### src/rtl/actuador_valvulas.sv
// ---------------------------------------------------------------------------
// actuador_valvulas
//
// Purpose:
//   Drives two independent valve/pump outputs from the level controller's
//   per-tank water request and error flags. Each channel enforces:
//   - a minimum on-time;
//   - a minimum off-time (cool-down);
//   - a maximum continuous run time.
//   A fault or a run timeout latches the channel into a lockout alarm.
//   The lockout is cleared only by an operator acknowledge.
//
// Ports:
//   clk          system clock, rising edge
//   reset        asynchronous, active-high reset
//   C[1:0]       water request per channel (1 = request water)
//   Pout[1:0]    error flag per channel (1 = error)
//   ack          operator acknowledge, level-sensitive, shared by both channels
//   V[1:0]       valve drive per channel (registered)
//   Alarm[1:0]   channel is in lockout (registered)
//   Tout[1:0]    lockout cause: 1 = timeout, 0 = fault; meaningful only while
//                Alarm is high (registered)
// ---------------------------------------------------------------------------
module actuador_valvulas #(
  parameter int MIN_ON  = 4,
  parameter int MIN_OFF = 4,
  parameter int MAX_ON  = 16,
  parameter int CW      = 8
) (
  input  logic       clk,
  input  logic       reset,
  input  logic [1:0] C,
  input  logic [1:0] Pout,
  input  logic       ack,
  output logic [1:0] V,
  output logic [1:0] Alarm,
  output logic [1:0] Tout
);

  typedef enum logic [1:0] {
    IDLE = 2'd0,
    RUN  = 2'd1,
    COOL = 2'd2,
    LOCK = 2'd3
  } state_t;

  localparam logic [CW-1:0] MIN_ON_M1  = CW'(MIN_ON - 1);
  localparam logic [CW-1:0] MIN_OFF_M1 = CW'(MIN_OFF - 1);
  localparam logic [CW-1:0] MAX_ON_M1  = CW'(MAX_ON - 1);
  localparam logic [CW-1:0] CNT_MAX    = {CW{1'b1}};

  genvar gi;
  generate
    for (gi = 0; gi < 2; gi++) begin : g_ch
      state_t        state_q, state_d;
      logic [CW-1:0] cnt_q, cnt_d;
      logic [CW-1:0] cnt_inc;
      logic          tout_q, tout_d;
      logic          v_q, alarm_q, tout_out_q;

      // Saturating increment; the counter must never wrap back to zero.
      assign cnt_inc = (cnt_q == CNT_MAX) ? cnt_q : cnt_q + CW'(1);

      always_comb begin
        state_d = state_q;
        cnt_d   = cnt_q;
        tout_d  = tout_q;
        case (state_q)
          IDLE: begin
            if (Pout[gi]) begin
              state_d = LOCK;
              tout_d  = 1'b0;
              cnt_d   = '0;
            end else if (C[gi]) begin
              state_d = RUN;
              cnt_d   = '0;
            end
          end
          RUN: begin
            // A release is checked before the timeout. A release on the same
            // edge as the timeout therefore goes to COOL, not LOCK.
            if (Pout[gi]) begin
              state_d = LOCK;
              tout_d  = 1'b0;
              cnt_d   = '0;
            end else if (!C[gi] && (cnt_q >= MIN_ON_M1)) begin
              state_d = COOL;
              cnt_d   = '0;
            end else if (cnt_q == MAX_ON_M1) begin
              state_d = LOCK;
              tout_d  = 1'b1;
              cnt_d   = '0;
            end else begin
              cnt_d = cnt_inc;
            end
          end
          COOL: begin
            if (Pout[gi]) begin
              state_d = LOCK;
              tout_d  = 1'b0;
              cnt_d   = '0;
            end else if (cnt_q == MIN_OFF_M1) begin
              state_d = IDLE;
              cnt_d   = '0;
            end else begin
              cnt_d = cnt_inc;
            end
          end
          LOCK: begin
            // The cause stays frozen while locked. A late fault after a
            // timeout does not rewrite it.
            if (ack && !Pout[gi]) begin
              state_d = IDLE;
              tout_d  = 1'b0;
            end
          end
          default: begin
            state_d = IDLE;
            cnt_d   = '0;
            tout_d  = 1'b0;
          end
        endcase
      end

      // Outputs are registered from the next state. They therefore line up
      // with the state register and carry no combinational input path.
      always_ff @(posedge clk or posedge reset) begin
        if (reset) begin
          state_q    <= IDLE;
          cnt_q      <= '0;
          tout_q     <= 1'b0;
          v_q        <= 1'b0;
          alarm_q    <= 1'b0;
          tout_out_q <= 1'b0;
        end else begin
          state_q    <= state_d;
          cnt_q      <= cnt_d;
          tout_q     <= tout_d;
          v_q        <= (state_d == RUN);
          alarm_q    <= (state_d == LOCK);
          tout_out_q <= (state_d == LOCK) && tout_d;
        end
      end

      assign V[gi]     = v_q;
      assign Alarm[gi] = alarm_q;
      assign Tout[gi]  = tout_out_q;
    end
  endgenerate

endmodule

### config.mk
export PLATFORM = sky130hd
export DESIGN_NAME = actuador_valvulas
export DESIGN_NICKNAME = d
export VERILOG_FILES = /design/src/rtl/actuador_valvulas.sv
export SDC_FILE = /design/constraint.sdc
export NUM_CORES = 1
export LEC_CHECK = 0
export ABC_AREA = 1
export CAP_MARGIN = 20
export CORE_MARGIN = 2
export CORE_UTILIZATION = 45
export DETAILED_ROUTE_END_ITERATION = 12
export PLACE_DENSITY_LB_ADDON = 0.25
export SYNTH_ARGS = -nofsm -noshare
export SYNTH_HDL_FRONTEND = slang
export SYNTH_SLANG_ARGS = --single-unit
### constraint.sdc
create_clock -name clk -period 1.7 [get_ports clk]
set_input_delay 0.34 -clock clk [delete_from_list [all_inputs] [get_ports clk]]
set_output_delay 0.34 -clock clk [all_outputs]
set_load 0.02 [all_outputs]
# == Yosys cells after proc, flatten, opt, wreduce, memory -nomap -nowiden ==
# Index checks and enable logic that the tools add are counted.
# word_totals
ff_bits,28
input_bits,7
output_inout_bits,6
elab_cells,100
# classes
n_addsub,2
n_lt_le_gt_ge,2
eq_ne,18
mux,48
reduce_logical,18
# ops
op,n
8-bit 2-to-1 mux,16
8-bit case mux with 3 select lines,2
2-bit 2-to-1 mux,16
8-bit by 1-bit adder with 8-bit output (second input constant),2
8-bit by 2-bit == test with 1-bit output (second input constant),2
8-bit by 4-bit == test with 1-bit output (second input constant),2
8-bit == test (second input constant),2
8-bit by 2-bit >= comparator with 1-bit output (second input constant),2
2-bit case mux with 4 select lines,2
2-bit == test (second input constant),6
1-bit 2-to-1 mux,10
2-bit by 1-bit == test with 1-bit output (second input constant),4
1-bit logical AND,6
3-bit inequality test (second input constant),2
1-bit case mux with 3 select lines,2
3-bit nonzero test,2
1-bit zero test,4
2-bit zero test,2
2-bit AND reduction,2
2-bit OR reduction,2

# == Longest topological paths before layout ==
# Gate-level depths: netlist of the first run.
# logic_depth
depth_word,7
ltp_mapped,11
mapped_depth_nobuf,11

# == Worst setup path before layout of the first run ==
# No wires, ideal clock.
# synth_timing
path_kind,register -> register
startpoint,register g_ch[0].state_q[0]
endpoint,register g_ch[0].cnt_q[5]
setup_ns,0.126
arrival_ns,1.466
required_time_ns,1.574
path_slack_ns,0.108
stages_incl_launch_ff,11
n_path_buf,0
synth_period_minus_slack_ns,1.592
path_cell_list,dfrtp_1 > inv_1 > ha_1 > nand3_2 > nand2_2 > clkinv_2 > nand2_2 > nor2_4 > nand2_1 > xor2_1 > a21oi_1
# synth_via
elab_chain_len,3
word_cells_on_any_way,7
classes_between,eq/ne (3); mux (1); reduce/logical (3)
# synth_rtl
item,line_no,text
"start, declared",55,"state_t state_q, state_d;"
"start signal, assigned",136,state_q <= state_d;
"2-bit == test, or another cell as far along",68,case (state_q)
3-bit nonzero test (no source line) / 3-bit inequality test (equally long branches),n/a,
2-bit AND reduction (no source line),n/a,
"end signal, assigned",137,cnt_q <= cnt_d;
"end, declared",56,"logic [CW-1:0] cnt_q, cnt_d;"
# Parallel ways exist; a longest one is shown, timed or not.
# A chain may end at the register's enable or synchronous reset.

# == Final worst setup path of the first run ==
# layout_timing
startpoint,register g_ch[0].state_q[0]
endpoint,register g_ch[0].cnt_q[7]
# The elaborated chain is that of the path after synthesis.

==> results of run 1 <==
cell usage after synthesis, types with 6 or more instances:
cell                      count  share of area, %
sky130_fd_sc_hd__a21oi_1     13               3.3
sky130_fd_sc_hd__buf_4        6               2.3
sky130_fd_sc_hd__dfrtp_1     28                36
sky130_fd_sc_hd__ha_1        11               7.1
sky130_fd_sc_hd__inv_1       33               6.4
sky130_fd_sc_hd__inv_2        6               1.2
sky130_fd_sc_hd__nand2_1     44               8.5
sky130_fd_sc_hd__nand2_2     11               3.5
sky130_fd_sc_hd__nand3_1     14               3.6
sky130_fd_sc_hd__nor2_1      26               5.0
sky130_fd_sc_hd__nor2_2       7               2.2
sky130_fd_sc_hd__o21ai_0     11               2.8
flip-flops by register name, summed over array words and instances (netlist names):
name / count
g_ch.alarm_q: 2
g_ch.cnt_q: 16
g_ch.tout_q: 2
g_ch.v_q: 2
g_ch.state_q: 4
g_ch.tout_out_q: 2
per-layer routing:
metal	vias to the layer above	part of all wire (%)	routed length (um)
li1	865	-	-
met2	33	48	1880
met5	-	0	0
met1	748	47	1810
met3	7	3.0	118
met4	0	2.0	78
worst max path at each step:
| stage | end | slack [ns] | depth (start not counted) |
|---|---|---|---|
| detailed placement | g_ch[1].cnt_q[3] | -0.09 | 7 |
| CTS | g_ch[0].cnt_q[1] | 0.008 | 8 |
| global placement | g_ch[1].cnt_q[5] | -0.1 | 7 |
| global route | g_ch[0].cnt_q[7] | -0.17 | 9 |
| finish | g_ch[0].cnt_q[7] | 0.02 | 9 |
| floorplan | g_ch[0].cnt_q[5] | 0.11 | 10 |
stage by stage:
stage | setup slack [ns] | power, mW | util [%]
finish | 0.0167 | 3.69 | 59.5
global route | -0.168 | 4.02 | 59.5
CTS | 0.00799 | 3.47 | 56.0
detailed placement | -0.0892 | 2.91 | 54.2
global placement | -0.0983 | 2.89 | 54.2
floorplan | 0.108 | 2.34 | -
worst reg2reg max path, stage by stage (launching register included):
cell	delay, ns
sky130_fd_sc_hd__dfrtp_1	0.45
sky130_fd_sc_hd__buf_4	0.17
sky130_fd_sc_hd__ha_1	0.18
sky130_fd_sc_hd__inv_1	0.06
sky130_fd_sc_hd__nand2_2	0.06
sky130_fd_sc_hd__buf_4	0.15
sky130_fd_sc_hd__nor3_1	0.22
sky130_fd_sc_hd__nand3_1	0.12
sky130_fd_sc_hd__o21ai_0	0.13
sky130_fd_sc_hd__a21oi_2	0.04
placed cells by master (no fill, tap or decap), types with 2 or more instances in the layout:
cell type,count
sky130_fd_sc_hd__xnor2_1,4
sky130_fd_sc_hd__nand2_2,10
sky130_fd_sc_hd__clkbuf_8,3
sky130_fd_sc_hd__nor2_1,22
sky130_fd_sc_hd__a21oi_2,7
sky130_fd_sc_hd__o21ai_1,2
sky130_fd_sc_hd__nor3_1,4
sky130_fd_sc_hd__dfrtp_1,28
sky130_fd_sc_hd__o21ai_0,11
sky130_fd_sc_hd__nand2_1,44
sky130_fd_sc_hd__nor2_2,11
sky130_fd_sc_hd__ha_2,3
sky130_fd_sc_hd__nor3_4,2
sky130_fd_sc_hd__clkdlybuf4s50_1,12
sky130_fd_sc_hd__nand3_1,14
sky130_fd_sc_hd__o21ai_4,3
sky130_fd_sc_hd__ha_1,7
sky130_fd_sc_hd__buf_4,22
sky130_fd_sc_hd__inv_1,31
sky130_fd_sc_hd__inv_2,8
sky130_fd_sc_hd__a21oi_1,6
sky130_fd_sc_hd__o21ai_2,2
sky130_fd_sc_hd__nand4_1,3
sky130_fd_sc_hd__xor2_1,4
sky130_fd_sc_hd__mux2i_1,2
sky130_fd_sc_hd__a21oi_4,2
sky130_fd_sc_hd__nor2_4,3
sky130_fd_sc_hd__nand3_2,3
power groups by stage:
stage / clock network [mW] / registers [mW] / logic [mW]
floorplan: 0 / 0.913 / 1.43
global placement: 0 / 0.905 / 1.99
detailed placement: 0 / 0.909 / 2.00
CTS: 0.560 / 0.894 / 2.01
global route: 0.584 / 0.917 / 2.52
finish: 0.543 / 0.902 / 2.25
repair_timing:
action,4_1_cts,5_1_grt
setup endpoints to repair,0,20
resized for setup,0,26
buffers inserted,0,5
layout make-up:
cell class,count,area (um^2),area share (%)
repair buffers,34,285,11.7
well taps,50,62.6,2.57
inverters,40,151,6.23
multi-input cells,177,1160,47.7
flip-flops and latches,28,701,28.8
clock buffers,3,41.3,1.70
clock inverters,1,30.0,1.24
cell families (layout without fill, tap and decap cells):
| family | Yosys count | after routing | synth area share [%] |
|---|---|---|---|
| compound gates | 37 | 37 | 12.4 |
| xor+xnor | 8 | 8 | 3.59 |
| fa+ha+maj | 11 | 11 | 7.06 |
| buf+inv | 46 | 78 | 10.1 |
| flops | 28 | 28 | 35.9 |
| mux | 2 | 2 | 1.03 |
| simple gates | 119 | 119 | 30.0 |
==> metrics.txt, run 1 <==
reg2reg start=g_ch[0].state_q[0]; maximum buffer depth of the clock tree=2; Synthesized Nets=269; count of hold buffers inserted by post-cts repair=0; critical-path maximum fanout=4; Period Utilization, post-route=99.0%; area of the core=4090 um^2; area enclosed by the die boundary=4880 um^2; share of total power in combinational logic=60.9%; EDFF count, synth=0; met2 Track Usage GR=26.5%; portion of the post-synthesis area used by sequential elements=35.9%; total count of hold-check failures in the final report=0; Net Sw Frac=44.6%; number of synthesis warnings=0; Max Clock Skew=0.00586 ns; Worst Hold Class=in2async; final period demand of the worst path=1.68 ns; register-to-register path setup slack=0.02 ns; wire length reported by the detailed router=3890 um; GRT met3 Usage=2.18%; cell depth of the worst flop-to-flop path=9; wire length of the first global-routing pass=6560 um; Max Slew Vio Count=0; drc violations=0; Required @ worst endpoint=1.88 ns; fill cell total of the finished layout=371; number of iterations in the first detailed-routing pass=4; worst vdd rail ir drop=512 uV; worst setup path class=reg2reg; async set-or-reset flop fraction in the synthesized netlist=100%; combined global-route utilization of all metal layers=16.6%; number of cells in the design after placement=324; Pwr Density=1520 nW/um^2; ports placed on the boundary=13; run status=completed; clk sink count=28; transition time at the pin with the least slew margin=0.350 ns; worst path buffer plus inverter count=3; first element of the critical path=g_ch[0].state_q[0]; most frequent CP cell=sky130_fd_sc_hd__buf_4; end of the worst register-to-register path=g_ch[0].cnt_q[7]; leakage component of the power=1.17 nW; Starting Density=47.7%; via count of the first global-routing pass=1538; Final setup violation count=0; number of flip-flops and latches in the synthesized netlist=28; fmax=594 MHz; maximum number of pins on one net before global-route repair=29; detailed router's first-iteration violation count=159; remaining global-route overflow=0; summed instance area of the synthesized netlist=1950 um^2; Yosys cell types=31; routed length per placed instance=11.7 um; Slew headroom=76.7%; Crit. End Element=flip-flop; Vias=1653; CP peak stage delay=0.45 ns; cell area after placement=2220 um^2; post-synthesis cell count=251; fraction of final layout cells sized beyond drive strength 1=30.0%; list of cells traversed by the critical path=buf_4, ha_1, inv_1, nand2_2, buf_4, nor3_1, nand3_1, o21ai_0, a21oi_2; Clock Power Share=14.7%; most frequently used flop master after synthesis=sky130_fd_sc_hd__dfrtp_1; relative contribution of sequential cells to total power=24.4%; antenna violations before repair=0; antenna diode count=0; Reg clk slew, reported paths=0.10 ns; family of cells with the greatest summed delay on the critical path=flip-flops; # nets final=302; post-route insts no fill=333; aggregate negative setup slack=0 ns; cell at the slowest stage of the critical path=sky130_fd_sc_hd__dfrtp_1; most crowded layer after global routing=met2; gp weighted congestion=0.877; CTS tree=done; internal power=2.05 mW; port buffer count=12; met1 usage in global routing=22.4%; detailed-placement wirelength estimate=2880 um; die boundary height=69.8 um; worst skew pair latency=0.29 ns; Clock Tree Root=sky130_fd_sc_hd__clkbuf_8; area of all placed cells without fillers=2430 um^2; layout overhead on the synthesized area=24.6%; Vias per Instance=4.96; maximum level of the CTS H-tree=1; critical path arrival=1.86 ns; Net Switching=1.65 mW; Final Hold Slack=0.404 ns; Antenna Violating Nets Remaining=0; horizontal die dimension=69.8 um; Critical Path Start Type=flip-flop; Inserted Clock Buffers=3; Placement Rows=23; max-cap viol count=0; mean instance size in the synthesized netlist=7.77 um^2
No activity file was read; power rests on OpenSTA's default activity.
==> run 2: changes to the inputs <==
- PLACE_DENSITY: not set -> 0.67
- PLACE_DENSITY_LB_ADDON: 0.25 -> not set
==> run 2 against run 1 <==
Compared with the run above:
- setup slack improved by 0.027 ns
- sequential power rose by 0.8%
- combinational power rose by 4%
- final cell count fell by 0.30%
- register-to-register slack improved by 0.03 ns
- routed wire length rose by 4.4%
- final area fell by 1.0%
- clock skew fell by 0.0037 ns
- critical path type unchanged
- highest routed layer unchanged
==> metrics.txt, run 2 (synthesis gave the netlist of run 1 again) <==
critical-path maximum fanout=8; cell depth of the worst flop-to-flop path=8; setup repair after global routing missed its margin=true; end of the worst register-to-register path=g_ch[0].cnt_q[4]; clk sink count=28; reg2reg start=g_ch[0].cnt_q[0]; Reg clk slew, reported paths=0.10 ns; layout overhead on the synthesized area=23.3%; gp weighted congestion=0.911; fraction of final layout cells sized beyond drive strength 1=29.4%; family of cells with the greatest summed delay on the critical path=compound AO/OA/AOI/OAI gates; horizontal die dimension=69.8 um; Design Power=3.68 mW; post-route insts no fill=332; final period demand of the worst path=1.66 ns; worst setup path end=g_ch[0].cnt_q[4]; number of iterations in the first detailed-routing pass=4; Final Hold Slack=0.409 ns; routed length per placed instance=12.2 um; Vias=1660; run status=completed; area enclosed by the die boundary=4880 um^2; wire length reported by the detailed router=4070 um; remaining global-route overflow=0; Required @ worst endpoint=1.92 ns; GRT met3 Usage=2.47%; most used cells in the layout excluding fill and tap cells=43 x sky130_fd_sc_hd__nand2_1, 30 x sky130_fd_sc_hd__inv_1, 27 x sky130_fd_sc_hd__dfrtp_1; Vias per Instance=5.00; CTS tree=done; area of the core=4090 um^2; combined global-route utilization of all metal layers=17.2%; Starting Density=47.7%; maximum number of pins on one net before global-route repair=29; Max Clock Skew=0.00216 ns; total count of hold-check failures in the final report=0; met1 usage in global routing=22.5%; post-route core utilization=58.9%; list of cells traversed by the critical path=ha_4, inv_2, nand2_2, o21ai_4, nand2_2, o21ai_4, nand3_4, a21oi_2; commonest non-fill, non-tap cell in the layout=sky130_fd_sc_hd__nand2_1; drc violations=0; maximum buffer depth of the clock tree=2; Pwr Density=1530 nW/um^2; number of flip-flops under the largest register name=16; most crowded layer after global routing=met2; antenna violations before repair=0; transition time at the pin with the least slew margin=0.346 ns; maximum level of the CTS H-tree=1; number of cells in the design after placement=322; worst skew pair latency=0.28 ns; Largest Register=g_ch.cnt_q; detailed-placement wirelength estimate=2920 um; max-cap viol count=0; fill cell total of the finished layout=383; register-to-register path setup slack=0.04 ns; wire length of the first global-routing pass=6870 um; CP peak stage delay=0.43 ns; Final setup violation count=0; first element of the critical path=g_ch[0].cnt_q[0]; met2 Track Usage GR=29.0%; fmax=604 MHz; ports placed on the boundary=13; Slew headroom=76.7%; setup ws final=0.0432 ns; Inserted Clock Buffers=3; leakage component of the power=1.15 nW; DP Worst Slack=-0.0985 ns; Antenna Violating Nets Remaining=0; critical path arrival=1.88 ns; antenna diode count=0; cell at the slowest stage of the critical path=sky130_fd_sc_hd__dfrtp_1; port buffer count=12; Clock Tree Root=sky130_fd_sc_hd__clkbuf_8; Placement Rows=23; CP Depth=8; worst setup path class=reg2reg; # nets final=301; via count of the first global-routing pass=1552; Crit. End Element=flip-flop; Regs by FF count=g_ch.cnt_q (16), g_ch.state_q (4); Critical Path Start Type=flip-flop; detailed router's first-iteration violation count=130; Max Slew Vio Count=0; Period Utilization, post-route=97.5%; Worst Hold Class=in2async; worst path buffer plus inverter count=1; worst vdd rail ir drop=622 uV; die boundary height=69.8 um
==> run 2: final cells by class <==
class	count	area (um^2)	area share, %
multi-input cells	177	1160	48.1
flip-flops and latches	28	702	29.2
repair buffers	33	278	11.5
inverters	40	151	6.29
well taps	50	62.6	2.60
clock buffers	4	55.1	2.29
==> run 2: stage by stage <==
step	area [um^2]	setup TNS, ns
6_report	2410	0
5_1_grt	2410	-0.256
4_1_cts	2260	0
3_5_place_dp	2200	-0.582
3_3_place_gp	2200	-0.393
2_1_floorplan	1950	0
==> run 2: timing repair <==
| action | CTS | global route |
|---|---|---|
| endpoints found under the setup margin | 8 | 22 |
| buffers inserted | 0 | 6 |
| pin swaps | 1 | 8 |
| hold buffers | 0 | 0 |
| gates resized for setup | 1 | 25 |
| hold endpoints to repair | 0 | 0 |
==> run 2: how the worst min path moves through the flow <==
| stage | start | to | slack (ns) | cells after the start |
|---|---|---|---|---|
| finish | reset | g_ch[0].tout_q | 0.41 | 3 |
| CTS | reset | g_ch[1].alarm_q | 0.42 | 3 |
| detailed placement | g_ch[1].cnt_q[6] | g_ch[1].cnt_q[6] | 0.55 | 2 |
| floorplan | reset | g_ch[0].alarm_q | 0.41 | 1 |
| global route | reset | g_ch[1].state_q[0] | 0.46 | 3 |
| global placement | g_ch[1].cnt_q[6] | g_ch[1].cnt_q[6] | 0.54 | 2 |
==> run 2: power breakdown <==
part	leakage [nW]	switching, mW	internal, mW	total (mW)
clock	0.0288	0.231	0.208	0.440
sequential	0.373	0.101	0.809	0.909
combinational	0.752	1.34	0.986	2.33
total	1.15	1.67	2.00	3.68
==> run 2: worst min-delay path: cells and delay by family <==
| kind | cells | cell delay (ns) |
|---|---|---|
| buffers and inverters | 3 | 0.76 |
==> run 2: metal layers <==
metal / vias to the layer above / wire [um]
met1: 766 / 1890
met2: 28 / 1980
met5: - / 0
met4: 0 / 61
met3: 7 / 127
li1: 859 / -
